### src/rtl/serial_deserializer.sv
// Serial-to-parallel receiver: aligns to a frame-sync pulse, assembles MSB-first
// WIDTH-bit words and hands them off through a one-entry valid/ready holding register.
module serial_deserializer #(
  parameter int WIDTH        = 8,
  parameter bit REQUIRE_SYNC = 1'b1
) (
  input  logic                     clk,
  input  logic                     rst_n,
  input  logic                     i_sync,
  input  logic                     i_bit_valid,
  input  logic                     i_serial_in,
  output logic [WIDTH-1:0]         o_out_data,
  output logic                     o_out_valid,
  input  logic                     i_out_ready,
  output logic                     o_overflow,
  input  logic                     i_overflow_clr,
  output logic                     o_aligned,
  output logic [$clog2(WIDTH)-1:0] o_bit_cnt
);

  localparam int CW = $clog2(WIDTH);
  localparam logic [CW-1:0] LAST_BIT = CW'(WIDTH - 1);

  typedef enum logic {
    HUNT = 1'b0,
    RECV = 1'b1
  } state_t;

  localparam state_t RESET_STATE = REQUIRE_SYNC ? HUNT : RECV;

  state_t           r_state;
  // Only WIDTH-1 bits are ever needed: the last bit of a word goes straight to the output.
  logic [WIDTH-2:0] r_shreg;
  logic [CW-1:0]    r_bit_cnt;
  logic [WIDTH-1:0] r_out_data;
  logic             r_out_valid;
  logic             r_overflow;

  logic             w_in_recv;
  logic             w_accept;
  logic             w_last_bit;
  logic             w_complete;
  logic             w_load;
  logic             w_drop;
  logic             w_consume;
  logic [WIDTH-2:0] w_shreg_next;
  logic [WIDTH-1:0] w_word;

  generate
    if (WIDTH == 2) begin : g_shreg_w2
      assign w_shreg_next = i_serial_in;
    end else begin : g_shreg_wn
      assign w_shreg_next = {r_shreg[WIDTH-3:0], i_serial_in};
    end
  endgenerate

  assign w_in_recv  = (r_state == RECV);
  assign w_accept   = i_bit_valid & (w_in_recv | i_sync);
  assign w_last_bit = (r_bit_cnt == LAST_BIT);
  // Sync always wins over completion: a sync on the final bit restarts the word.
  assign w_complete = w_accept & ~i_sync & w_last_bit;
  assign w_word     = {r_shreg, i_serial_in};
  assign w_load     = w_complete & (~r_out_valid | i_out_ready);
  assign w_drop     = w_complete & r_out_valid & ~i_out_ready;
  assign w_consume  = r_out_valid & i_out_ready;

  always_ff @(posedge clk or negedge rst_n) begin
    if (!rst_n) begin
      r_state     <= RESET_STATE;
      r_shreg     <= '0;
      r_bit_cnt   <= '0;
      r_out_data  <= '0;
      r_out_valid <= 1'b0;
      r_overflow  <= 1'b0;
    end else begin
      case (r_state)
        HUNT: begin
          if (i_sync) begin
            r_state <= RECV;
          end
        end
        RECV: begin
          r_state <= RECV;
        end
        default: begin
          r_state <= RESET_STATE;
        end
      endcase

      if (w_accept) begin
        r_shreg <= w_shreg_next;
      end

      if (i_sync) begin
        r_bit_cnt <= i_bit_valid ? CW'(1) : '0;
      end else if (w_accept) begin
        r_bit_cnt <= w_last_bit ? '0 : r_bit_cnt + CW'(1);
      end

      if (w_load) begin
        r_out_data  <= w_word;
        r_out_valid <= 1'b1;
      end else if (w_consume) begin
        r_out_valid <= 1'b0;
      end

      if (w_drop) begin
        r_overflow <= 1'b1;
      end else if (i_overflow_clr) begin
        r_overflow <= 1'b0;
      end
    end
  end

  assign o_out_data  = r_out_data;
  assign o_out_valid = r_out_valid;
  assign o_overflow  = r_overflow;
  assign o_aligned   = w_in_recv;
  assign o_bit_cnt   = r_bit_cnt;

endmodule

### config.mk
export PLATFORM = sky130hd
export DESIGN_NAME = serial_deserializer
export DESIGN_NICKNAME = d
export VERILOG_FILES = /design/src/rtl/serial_deserializer.sv
export SDC_FILE = /design/constraint.sdc
export NUM_CORES = 1
export LEC_CHECK = 0
export CORE_UTILIZATION = 42
export CTS_BUF_LIST = sky130_fd_sc_hd__clkbuf_16
export CTS_CLUSTER_SIZE = 24
export DETAILED_ROUTE_END_ITERATION = 6
export GPL_ROUTABILITY_DRIVEN = 0
export PLACE_DENSITY = 0.72
export SLEW_MARGIN = 25
export SYNTH_ARGS = -nofsm -noshare
export SYNTH_HDL_FRONTEND = slang
export SYNTH_SLANG_ARGS = --single-unit
### constraint.sdc
create_clock -name clk -period 1.7 [get_ports clk]
set_clock_uncertainty 0.05 [all_clocks]
set_input_delay 0.17 -clock clk [delete_from_list [all_inputs] [get_ports clk]]
set_output_delay 0.17 -clock clk [all_outputs]
set_load 0.01 [all_outputs]
==> flow_metrics.py <==
metrics = {
    "routing": {
        "route.detailed.drc": 0,
        "wl_per_cell_um": 13.1,
        "vias": 532,
        "firstDrtPassIters": 2,
        "dr.first_iter.drc_count": 7,
        "via_per_inst": 4.79,
        "ant_nets": 0,
        "wl_mm": 1.45,
    },
    "critical_path": {
        "cp_slowest_cell": "dfrtp_1",
        "path_max_fanout": 8,
        "critPathKind": "flop to flop",
        "critPathArrivalTime_ns": 1.70,
        "cp-end-kind": "flop",
        "required_ns": 1.78,
        "cpPeakStageDelay_ns": 0.37,
        "cp-start-kind": "flop",
        "crit_chain": "ha_1 -> ha_4 -> nand4b_4 -> nor2b_2 -> buf_6 -> mux2_4",
    },
    "sta": {
        "period_needed_ns": 1.62,
        "slew_viol_final": 0,
        "slew_headroom_pct": 67.3,
        "fin_crit_sh_pct": 95.2,
        "setup_viol": 0,
        "rsz0062_at_grt": "no",
        "fmax_mhz": 618,
        "worst_slew_pin_slew_ns": 0.490,
        "hold_violations": 0,
        "tns_ns": 0,
    },
    "pwr": {
        "power_mw": 1.23,
        "power_switching_share_pct": 21.3,
        "power_density_nw_per_um2": 989,
        "peakVddDrop_mv": 0.616,
        "leakage_nw": 0.556,
        "clockPowerShare_pct": 39.7,
        "comb_power_share_pct": 12.0,
        "power_switching_mw": 0.262,
        "p_int_mw": 0.965,
        "p_seq_share_pct": 48.3,
    },
    "floorplan": {
        "dieArea_um2": 2280,
        "row_count": 16,
        "die_w_um": 47.8,
        "start_util_pct": 44.9,
        "coreArea_um2": 1960,
        "pin_count": 21,
        "die_h_um": 47.8,
    },
    "final_layout": {
        "area_growth_pct": 40.8,
        "fin_area_um2": 1240,
        "fin_nets": 94,
        "drive_gt1_share_pct": 34.5,
        "instances_no_fill": 111,
        "final_common_cell": "dfrtp_1",
        "diodes": 0,
        "final_cell_mix": "dfrtp_1 (21), clkdlybuf4s50_1 (20), mux2_4 (8)",
    },
    "grt": {
        "grt_pass1_wl_mm": 2.33,
        "antenna_found_initial": 0,
        "overflow": 0,
        "grt_pass1_vias": 535,
        "grt_max_degree": 22,
        "grt_use_total_pct": 14.9,
    },
    "clocking": {
        "clk_path_buf_depth": 2,
        "post_cts_resize_count": 0,
        "holdBufCountCts": 0,
        "clockRootBuffer": "clkbuf_16",
        "cts_tree": "built",
        "clk_latency_ns": 0.25,
        "cts_buffers": 3,
        "cts_setup_buffers": 0,
        "clk_pin_slew_worst_paths_ns": 0.06,
        "cts_num_sinks": 21,
        "cts_max_level": 1,
    },
    "logic_synthesis": {
        "synth.distinct_cells": 18,
        "avgSynthCellArea_um2": 15.7,
        "yosysSeqAreaShare_pct": 59.7,
        "ys.warnings.count": 0,
        "ys_seq_elements": 21,
        "synth_nets": 65,
        "synth_area_um2": 881,
        "synthCells": 56,
    },
    "job": {
        "drv_cap": 0,
    },
    "worst_hold_path": {
        "min_path_type": "input port to async pin",
    },
    "place": {
        "io_buffer_count": 20,
        "post-place-cells": 107,
        "placed_area_um2": 1140,
    },
    "outcome": {
        "status": "completed",
    },
}
-- worst max-delay path, delay by kind of cell (launching register included) --
family / cells / cell delay [ns]
multiplexers: 1 / 0.31
AND/OR/NAND/NOR: 2 / 0.25
adder cells (fa/ha/maj): 2 / 0.36
buffers and inverters: 1 / 0.17
flip-flops: 1 / 0.37
-- cell usage after synthesis --
master / n / area (µm²)
nand2_1: 3 / 11.3
mux2i_1: 2 / 20.0
nor3b_1: 1 / 7.51
inv_1: 1 / 3.75
dfrtp_1: 21 / 526
o21ai_0: 1 / 5.00
nor2b_1: 1 / 6.26
mux2_4: 8 / 120
o22ai_1: 1 / 6.26
nand3b_1: 1 / 7.51
nand4b_4: 1 / 23.8
nand2b_1: 1 / 6.26
or2_2: 1 / 6.26
nor2_1: 2 / 7.51
o21ai_2: 1 / 8.76
mux2_2: 7 / 78.8
buf_6: 1 / 11.3
ha_1: 2 / 25.0
-- stage by stage --
step                hold slack (ns)  utilization (%)  worst slack [ns]
global route                  0.270             63.2           0.00982
floorplan                    -0.176                -            0.0529
finish                        0.212             63.2            0.0821
detailed placement            0.448             58.2            0.0179
CTS                           0.217             62.2           0.00142
global placement              0.435             58.2            0.0596
-- routing by layer --
layer	routed length [µm]	track usage, %	vias up	share of wire, %
li1	-	-	254	-
met2	752	25.1	8	52
met5	0	0	-	0
met4	0	5.00	0	0
met1	663	18.8	270	46
met3	37	3.40	0	2.5
-- registers in the layout (all words and copies together), names as in the netlist --
register	count
r_shreg	7
o_out_valid	1
o_overflow	1
o_out_data	8
o_bit_cnt	3
o_aligned	1
-- power by group through the flow --
| stage | registers, mW | clock network, mW | logic [mW] |
|---|---|---|---|
| floorplan | 0.597 | 0 | 0.0687 |
| CTS | 0.593 | 0.502 | 0.148 |
| detailed placement | 0.601 | 0 | 0.146 |
| finish | 0.593 | 0.487 | 0.147 |
| global placement | 0.597 | 0 | 0.141 |
| global route | 0.600 | 0.516 | 0.161 |
-- path summary, 6_finish.rpt --
kind / cells after the start / from / slack, ns / endpoint
setup / recovery: 6 / o_bit_cnt[1] / 0.08 / o_out_data[2]
hold / removal: 2 / rst_n / 0.21 / o_out_data[5]
setup reg to reg: 6 / o_bit_cnt[1] / 0.08 / o_out_data[2]
hold reg to reg: 1 / o_out_data[6] / 0.46 / o_out_data[6]
max in group asynchronous: 2 / rst_n / 1.17 / o_overflow
min in group clk: 2 / i_overflow_clr / 0.45 / o_overflow
-- kinds of logic (layout without fill, tap and decap cells) --
| family | Yosys count | count (layout) | share of synthesized area, % |
|---|---|---|---|
| multiplexers | 17 | 17 | 24.9 |
| AO/OA/AOI/OAI | 3 | 3 | 2.27 |
| buffers and inverters | 2 | 30 | 1.70 |
| flip-flops | 21 | 21 | 59.7 |
| AND/OR/NAND/NOR | 11 | 11 | 8.67 |
| adder cells (fa/ha/maj) | 2 | 2 | 2.84 |
-- cell type report --
type | instances | area (µm²)
clock buffer | 3 | 75.1
clock inverter | 1 | 5.00
fill | 164 | 722
inverter | 1 | 3.75
multi-input combinational | 33 | 355
sequential | 21 | 526
tap | 27 | 33.8
timing repair buffer | 25 | 241
Note: power is estimated with default switching activity, not from simulation.
